==> config.mk <==
export PLATFORM = sky130hd
export DESIGN_NAME = key_take_sequencer
export DESIGN_NICKNAME = d
export VERILOG_FILES = /design/src/rtl/key_take_sequencer.sv
export SDC_FILE = /design/constraint.sdc
export NUM_CORES = 1
export LEC_CHECK = 0
export CAP_MARGIN = 20
export CORE_ASPECT_RATIO = 1.1
export CORE_MARGIN = 2
export CORE_UTILIZATION = 30
export CTS_CLUSTER_SIZE = 20
export DETAILED_ROUTE_END_ITERATION = 10
export PLACE_DENSITY = 0.58
export SLEW_MARGIN = 20
export SYNTH_ARGS = -nofsm -noshare
export SYNTH_HDL_FRONTEND = slang
export SYNTH_SLANG_ARGS = --single-unit
export TNS_END_PERCENT = 20
==> constraint.sdc <==
create_clock -name i_clock -period 7 [get_ports i_clock]
set_input_delay 1.4 -clock i_clock [delete_from_list [all_inputs] [get_ports i_clock]]
set_output_delay 1.4 -clock i_clock [all_outputs]
set_load 0.02 [all_outputs]
==> src/rtl/key_take_sequencer.sv <==
// key_take_sequencer: records the live key bitmap to external memory once per frame and replays it.
// Optional feature macro LOOP_PLAYBACK_EN: playback wraps to frame 0 at end of take instead of stopping.
module key_take_sequencer #(
  parameter int NUM_KEYS = 17,
  parameter int DATA_W   = 36,
  parameter int ADDR_W   = 19,
  parameter int DECIM    = 1,
  parameter int MEM_LAT  = 2
) (
  input  logic                i_clock,
  input  logic                i_reset,
  input  logic                i_ready,
  input  logic                i_record,
  input  logic                i_playback,
  input  logic [NUM_KEYS-1:0] i_key_num,
  input  logic [DATA_W-1:0]   i_mem_rdata,
  output logic [ADDR_W-1:0]   o_mem_addr,
  output logic [DATA_W-1:0]   o_mem_wdata,
  output logic                o_mem_we,
  output logic [NUM_KEYS-1:0] o_key_num_out,
  output logic [1:0]          o_state,
  output logic [ADDR_W:0]     o_take_len
);
  localparam int CNT_W = (DECIM > 1) ? $clog2(DECIM) : 1;
  localparam logic [CNT_W-1:0]  CNT_LAST = CNT_W'(DECIM - 1);
  localparam logic [CNT_W-1:0]  CNT_ONE  = CNT_W'(1);
  localparam logic [ADDR_W:0]   LEN_ONE  = (ADDR_W + 1)'(1);
  localparam logic [ADDR_W-1:0] ADDR_MAX = '1;

  typedef enum logic [1:0] {
    S_IDLE   = 2'd0,
    S_RECORD = 2'd1,
    S_PLAY   = 2'd2
  } state_t;

  state_t              r_state;
  logic [ADDR_W-1:0]   r_addr;
  logic [ADDR_W-1:0]   r_mem_addr;
  logic [DATA_W-1:0]   r_mem_wdata;
  logic                r_mem_we;
  logic [NUM_KEYS-1:0] r_key_out;
  logic [ADDR_W:0]     r_take_len;
  logic [CNT_W-1:0]    r_frame_cnt;
  logic [MEM_LAT-1:0]  r_rd_vld;
  logic                r_take_done;

  logic                w_frame_tick;
  logic [ADDR_W:0]     w_addr_inc;
  logic [ADDR_W:0]     w_take_last;
  logic                w_last_frame;
  logic [DATA_W-1:0]   w_wdata;
  logic                w_unused_rdata;

  assign w_frame_tick   = i_ready && (r_frame_cnt == CNT_LAST);
  assign w_addr_inc     = {1'b0, r_addr} + LEN_ONE;
  assign w_take_last    = r_take_len - LEN_ONE;
  assign w_last_frame   = ({1'b0, r_addr} == w_take_last);
  assign w_unused_rdata = ^i_mem_rdata;

  always_comb begin
    w_wdata                = '0;
    w_wdata[NUM_KEYS-1:0]  = i_key_num;
  end

  always_ff @(posedge i_clock or posedge i_reset) begin
    if (i_reset) begin
      r_state     <= S_IDLE;
      r_addr      <= '0;
      r_mem_addr  <= '0;
      r_mem_wdata <= '0;
      r_mem_we    <= 1'b0;
      r_key_out   <= '0;
      r_take_len  <= '0;
      r_frame_cnt <= '0;
      r_rd_vld    <= '0;
      r_take_done <= 1'b0;
    end else begin
      r_mem_we <= 1'b0;
      if (i_ready) r_frame_cnt <= w_frame_tick ? '0 : r_frame_cnt + CNT_ONE;

      case (r_state)
        S_IDLE: begin
          r_key_out <= i_key_num;
          if (i_record) begin
            r_state     <= S_RECORD;
            r_addr      <= '0;
            r_take_len  <= '0;
            r_frame_cnt <= '0;
          end else if (i_playback && (r_take_len != '0)) begin
            r_state     <= S_PLAY;
            r_addr      <= '0;
            r_frame_cnt <= '0;
            r_rd_vld    <= '0;
            r_take_done <= 1'b0;
          end
        end

        S_RECORD: begin
          r_key_out <= i_key_num;
          if (w_frame_tick) begin
            r_mem_we    <= 1'b1;
            r_mem_addr  <= r_addr;
            r_mem_wdata <= w_wdata;
            r_addr      <= w_addr_inc[ADDR_W-1:0];
            r_take_len  <= w_addr_inc;
          end
          // a write to the last address fills the memory and ends the take
          if (i_record || (w_frame_tick && (r_addr == ADDR_MAX))) r_state <= S_IDLE;
        end

        S_PLAY: begin
          if (i_playback) begin
            r_state     <= S_IDLE;
            r_rd_vld    <= '0;
            r_take_done <= 1'b0;
          end else begin
            for (int k = MEM_LAT - 1; k > 0; k--) r_rd_vld[k] <= r_rd_vld[k-1];
            r_rd_vld[0] <= w_frame_tick && !r_take_done;

            if (r_rd_vld[MEM_LAT-1]) begin
              r_key_out <= i_mem_rdata[NUM_KEYS-1:0];
              if (r_take_done) begin
                r_state     <= S_IDLE;
                r_take_done <= 1'b0;
              end
            end

            if (w_frame_tick && !r_take_done) begin
              r_mem_addr <= r_addr;
              if (w_last_frame) begin
`ifdef LOOP_PLAYBACK_EN
                r_addr <= '0;
`else
                r_addr      <= w_addr_inc[ADDR_W-1:0];
                r_take_done <= 1'b1;
`endif
              end else begin
                r_addr <= w_addr_inc[ADDR_W-1:0];
              end
            end
          end
        end

        default: r_state <= S_IDLE;
      endcase
    end
  end

  assign o_mem_addr    = r_mem_addr;
  assign o_mem_wdata   = r_mem_wdata;
  assign o_mem_we      = r_mem_we;
  assign o_key_num_out = r_key_out;
  assign o_state       = r_state;
  assign o_take_len    = r_take_len;

endmodule

==> results of run 1 <==
## state kept, by name, indices dropped and copies added (netlist names)
| name | count |
|---|---|
| o_state | 2 |
| o_mem_we | 1 |
| o_mem_wdata | 17 |
| r_frame_cnt | 1 |
| r_rd_vld | 2 |
| r_addr | 19 |
| o_mem_addr | 19 |
| o_key_num_out | 17 |
| r_take_done | 1 |
| o_take_len | 20 |
## layout make-up
| type | instances | area [um^2] | share of cell area |
|---|---|---|---|
| tap | 238 | 297.8 | 0.04316 |
| clock buffer | 10 | 229.0 | 0.03318 |
| multi-input combinational | 393 | 2631 | 0.3813 |
| sequential | 99 | 2477 | 0.3590 |
| inverter | 16 | 62.56 | 0.009066 |
| clock inverter | 5 | 38.79 | 0.005621 |
| timing repair buffer | 117 | 1164 | 0.1686 |
## cells by family after synthesis
| family | share of synthesized area |
|---|---|
| flops | 0.4593 |
| fa+ha+maj | 0.01624 |
| xor+xnor | 0.06333 |
| simple gates | 0.1538 |
| buf+inv | 0.06657 |
| mux | 0.1100 |
| other cells | 0.0006952 |
| compound gates | 0.1301 |
## worst min-delay path by stage
stage                     cells after the start                  startpoint  slack, ns                    endpoint
after floorplan                               1     r_rd_vld[0]$_DFFE_PP0P_       0.48     r_rd_vld[0]$_DFFE_PP0P_
after global placement                        2  o_mem_addr[16]$_DFFE_PP0P_       0.47  o_mem_addr[16]$_DFFE_PP0P_
after detailed placement                      2  o_mem_addr[16]$_DFFE_PP0P_       0.48  o_mem_addr[16]$_DFFE_PP0P_
after CTS                                     2  o_mem_addr[16]$_DFFE_PP0P_       0.50  o_mem_addr[16]$_DFFE_PP0P_
after global routing                          1  o_mem_addr[11]$_DFFE_PP0P_       0.52  o_mem_addr[11]$_DFFE_PP0P_
final                                         2   o_mem_addr[5]$_DFFE_PP0P_       0.49   o_mem_addr[5]$_DFFE_PP0P_
## per-stage QoR
step	hold slack, ns	std cells	cell area (um^2)
floorplan	0.4794	563	5461
global placement	0.4719	863	6633
detailed placement	0.4752	863	6633
CTS	0.4982	878	6900
global route	0.5232	878	6900
finish	0.4900	878	6900
## critical path: stages
cell and delay [ns]:
clkdlybuf4s50_1 0.48, nor2b_1 0.43, a211o_1 0.75, or2_1 0.59
o22ai_1 0.18
## synth_stat cells, types with 5 or more instances
master    instances
a31oi_1           5
ha_1              7
xor2_1           19
mux2i_1          21
mux2_2           33
inv_1            16
or3_1             6
o22ai_1           5
nand4_1           7
nor3_1            9
nor2b_1           5
buf_2             8
dfrtp_1          99
clkbuf_1         22
nand3_1          12
a21oi_1          27
buf_4            20
o31ai_1          14
xnor2_1          20
o21ai_1           7
o21ai_0          35
nand2_1          50
nor2_1           38
## where the power goes
group	switching [uW]	internal [uW]	total [uW]
combinational	706	523	1230
sequential	101	709	810
clock	221	241	463
## layer usage
metal  wire length [um]  vias to the layer above  GRT usage
met4                181                        0    0.05492
met1               6352                     2113     0.1949
met2               6649                      115     0.2475
li1                   -                     2061          -
met3                959                       16    0.04767
met5                  0                        -          0
==> qor.yml, run 1 <==
setup_tns_ns: 0
wl_um: 14140
rows: 51
synth_cell_types: 58
totalPowerFinal_uw: 2501
drcViolationCount: 0
drt-initial-drc-count: 240
cts_resized: 0
crit_required_ns: 7.21
finalWeightedCongestion: 0.8936
grt_setup_unrepaired: "false"
clock-sinks: 99
maxSlewViolCount: 0
die_y_um: 144.6
fin_crit_ns: 3.636
grt_antenna_before_repair: 0
wl_per_cell_um: 16.11
ys_top_cells_by_area: "dfrtp_1 (46%), mux2_2 (6.9%), mux2i_1 (3.9%)"
final_common_cell: "clkdlybuf4s50_1"
fin_skew_ns: 0.004940
n_fill_cell: 1773
final_util: 0.3904
antenna_cells: 0
max-slew-margin-rel: 0.3246
fin_crit_sh: 0.5194
grt_pass1_vias: 4308
cp-end-kind: "register"
die_w_um: 131.9
ir_worst_vdd_mv: 0.2344
crit_end: "r_addr[5]$_DFFE_PP0P_"
synth_edf_count: 0
drive_gt1_frac: 0.09688
syn_to_final_growth_pct: 27.93
num_vias: 4305
startpoint_type: "input pin"
min_path_type: "reg2reg"
grt_pass1_wl_um: 23040
maxCapViolCount: 0
final.setup.worst_slack_ns: 3.364
grt_overflow_total: 0
clk_path_buf_depth: 2
dieArea_mm2: 0.01907
grtUsageTotal: 0.1533
synth_area_mm2: 0.005394
async_flop_share: 1.000
hold_violations: 0
clock_latency_ns: 0.35
grt_max_degree: 63
initial_utilization: 0.3052
syn_avg_cell_area_um2: 9.897
synth_top_cell_area_share: 0.4593
dp_worst_setup_slack_ns: 2.934
crit_path_start: "i_record"
first_pass_iters: 4
synth-seq-area-share: 0.4593
ant_nets: 0
cts_tree: "yes"
final_cell_mix: "clkdlybuf4s50_1 (114), dfrtp_1 (99), nand2_1 (50)"
ys.flop_type: "dfrtp_1"
final-setup-viol-count: 0
path_class: "in2reg"
status: "finished clean"
dp_hpwl_um: 10120
cts_setup_buffers: 0
h-tree-depth: 3
regToRegEndpoint: "r_addr[5]$_DFFE_PP0P_"
reg2reg_depth: 6
synth_top_area_cell: "dfrtp_1"
synth_warnings: 0
worstMarginPinSlew_ns: 1.011
fmax_mhz: 275.0
arrival_ns: 3.84
critical_path.max_fanout: 25
timing.rr.start: "o_take_len[5]$_DFFE_PP0P_"
core_mm2: 0.01768
io_pins: 153
numCtsBuffers: 9
cts_hold_buf: 0
static-leakage-power_uw: 0.002848
synth_seq_cells: 99
powerDensity_mw_per_mm2: 362.4
nets: 701
avgViaCountPerCell: 4.903
clock-root-buffer: "clkbuf_16"
port_buffers: 114
clk_pin_slew_ns: 0.07
reg2reg_slack_ns: 3.70
syn-instance-count: 545
No activity file was read; power rests on OpenSTA's default activity.
==> run 2, diff against run 1 <==
==> constraint.sdc (replaced) <==
create_clock -name i_clock -period 3.41 [get_ports i_clock]
set_input_delay 0.682 -clock i_clock [delete_from_list [all_inputs] [get_ports i_clock]]
set_output_delay 0.682 -clock i_clock [all_outputs]
set_load 0.02 [all_outputs]
==> qor.yml, run 2 (synthesized netlist as in run 1, its figures left out) <==
status: "finished clean"
die_w_um: 131.9  # unchanged
cp.depth: 7  # +2
route.met3.wl_um: 1272  # +33%
timing.rr.start: "r_addr[0]$_DFFE_PP0P_"
drcViolationCount: 0  # unchanged
reg2reg_slack_ns: 0.77  # -2.93 ns
setup_tns_ns: 0  # unchanged
port_buffers: 114  # unchanged
crit_end: "o_state[1]$_DFFE_PP0P_"
path_class: "reg2reg"
crit_required_ns: 3.64  # -3.57 ns
min_path_type: "reg2reg"
antenna_cells: 0  # unchanged
crit_family: "compound AO/OA/AOI/OAI gates"
nets: 709  # +1.1%
n_fill_cell: 1770  # -0.17%
final-setup-viol-count: 0  # unchanged
cts_setup_buffers: 0  # unchanged
drive_gt1_frac: 0.1066  # +0.009771
wl_um: 14620  # +3.4%
wl_per_cell_um: 16.52  # +2.6%
maxSlewViolCount: 0  # unchanged
cts_hold_buf: 0  # unchanged
clock_latency_ns: 0.35  # about the same
finalWeightedCongestion: 0.9018  # +0.92%
grt_pass1_wl_um: 23740  # +3.0%
regToRegEndpoint: "o_state[1]$_DFFE_PP0P_"
dr.max_layer_used: "met4"
wl_met2_um: 6897  # +3.7%
grt_pass1_vias: 4474  # +3.9%
crit_path_start: "r_addr[0]$_DFFE_PP0P_"
dieArea_mm2: 0.01907  # unchanged
grt_antenna_before_repair: 0  # unchanged
grt_setup_unrepaired: "false"
hold_violations: 0  # unchanged
fmax_mhz: 379.5
dp.cells: 871  # +0.93%
maxCapViolCount: 0  # unchanged
cp_slowest_cell: "dfrtp_1"
ant_nets: 0  # unchanged
final_cell_mix: "clkdlybuf4s50_1 (114), dfrtp_1 (99), nand2_1 (50)"
h-tree-depth: 3  # unchanged
drt-initial-drc-count: 303  # +26%
syn_to_final_growth_pct: 29.97
critical_path.max_fanout: 9  # -64%
dp_hpwl_um: 10440  # +3.2%
arrival_ns: 2.87  # -0.97 ns
final_common_cell: "clkdlybuf4s50_1"
numCtsBuffers: 9  # unchanged
totalPowerFinal_uw: 5325  # +110%
rows: 51  # unchanged
core_mm2: 0.01768  # unchanged
first_pass_iters: 4  # unchanged
static-leakage-power_uw: 0.002905  # +2.0%
io_pins: 153  # unchanged
grt_max_degree: 49  # -22%
cts_resized: 0  # unchanged
num_vias: 4353  # +1.1%
largest_reg_flops: 20  # unchanged
ir_worst_vdd_mv: 0.4695  # +100%
clock-root-buffer: "clkbuf_16"
grtUsageTotal: 0.1587  # +0.005420
grt_overflow_total: 0  # unchanged
clk_pin_slew_ns: 0.06  # about the same
cp-end-kind: "register"
powerDensity_mw_per_mm2: 759.6  # +110%
cts_tree: "yes"
max-slew-margin-rel: 0.4400  # +0.1154
avgViaCountPerCell: 4.919  # +0.32%
min_from: "o_mem_addr[7]$_DFFE_PP0P_"
slowest_delay_ns: 0.54  # -0.21 ns
worstMarginPinSlew_ns: 0.8400  # -0.1706 ns
path_buf_inv: 0  # -1
initial_utilization: 0.3052  # unchanged
fin_crit_sh: 0.7728
die_y_um: 144.6  # unchanged
path_cells: "ha_1 -> nand2_1 -> nor3_2 -> nand3_1 -> o311a_1 -> a211oi_2 -> mux2_1"
wl_met1_um: 6285  # -1.1%
reg2reg_depth: 7  # +1
clk_path_buf_depth: 2  # unchanged
fin_skew_ns: 0.009085  # +0.004145 ns
startpoint_type: "register"
stdcell_count: 885  # +0.80%
fin_crit_ns: 2.635
clock-sinks: 99  # unchanged
[run 2: power breakdown]
| part | total (uW) | internal, uW | leakage, uW | switching [uW] |
|---|---|---|---|---|
| clock | 1090 | 638 | 0.000145 | 452 |
| sequential | 1660 | 1460 | 0.00129 | 208 |
| combinational | 2570 | 1110 | 0.00147 | 1460 |
| total | 5330 | 3200 | 0.00291 | 2120 |
[run 2: layout make-up]
type | instances | area [um^2] | area share
Sequential cell | 99 | 2477 | 0.3534
Tap cell | 238 | 297.8 | 0.04248
Timing Repair Buffer | 125 | 1236 | 0.1763
Inverter | 16 | 62.56 | 0.008924
Clock inverter | 4 | 76.32 | 0.01089
Clock buffer | 10 | 229.0 | 0.03266
Multi-Input combinational cell | 393 | 2631 | 0.3753
[run 2: worst register-to-register path, stage by stage (launching register included)]
cell      delay [ns]
dfrtp_1         0.54
ha_1            0.40
nand2_1         0.13
nor3_2          0.25
nand3_1         0.17
o311a_1         0.37
a211oi_2        0.30
mux2_1          0.35
[run 2: metal layers]
metal,vias up,global-route usage
met5,-,0
met4,0,0.04634
met3,14,0.05643
met2,140,0.2626
met1,2124,0.1964
li1,2075,-
[run 2: worst min-delay path by stage]
stage,endpoint,slack (ns),cells past startpoint
global route,o_mem_addr[14]$_DFFE_PP0P_,0.52,1
detailed placement,o_mem_addr[7]$_DFFE_PP0P_,0.48,2
finish,o_mem_addr[7]$_DFFE_PP0P_,0.49,2
floorplan,r_rd_vld[0]$_DFFE_PP0P_,0.48,1
CTS,o_mem_addr[7]$_DFFE_PP0P_,0.50,2
global placement,o_mem_addr[16]$_DFFE_PP0P_,0.47,2
[run 2: stage by stage]
stage / hold slack (ns) / instance area, um^2 / setup slack [ns] / util
after global routing: 0.5240 / 7010 / 0.4763 / 0.3966
after CTS: 0.4985 / 7010 / 0.7537 / 0.3966
after floorplan: 0.4794 / 5461 / 0.1376 / -
after detailed placement: 0.4828 / 6705 / 0.6239 / 0.3793
final: 0.4908 / 7010 / 0.7749 / 0.3966
after global placement: 0.4718 / 6705 / 0.5998 / 0.3793
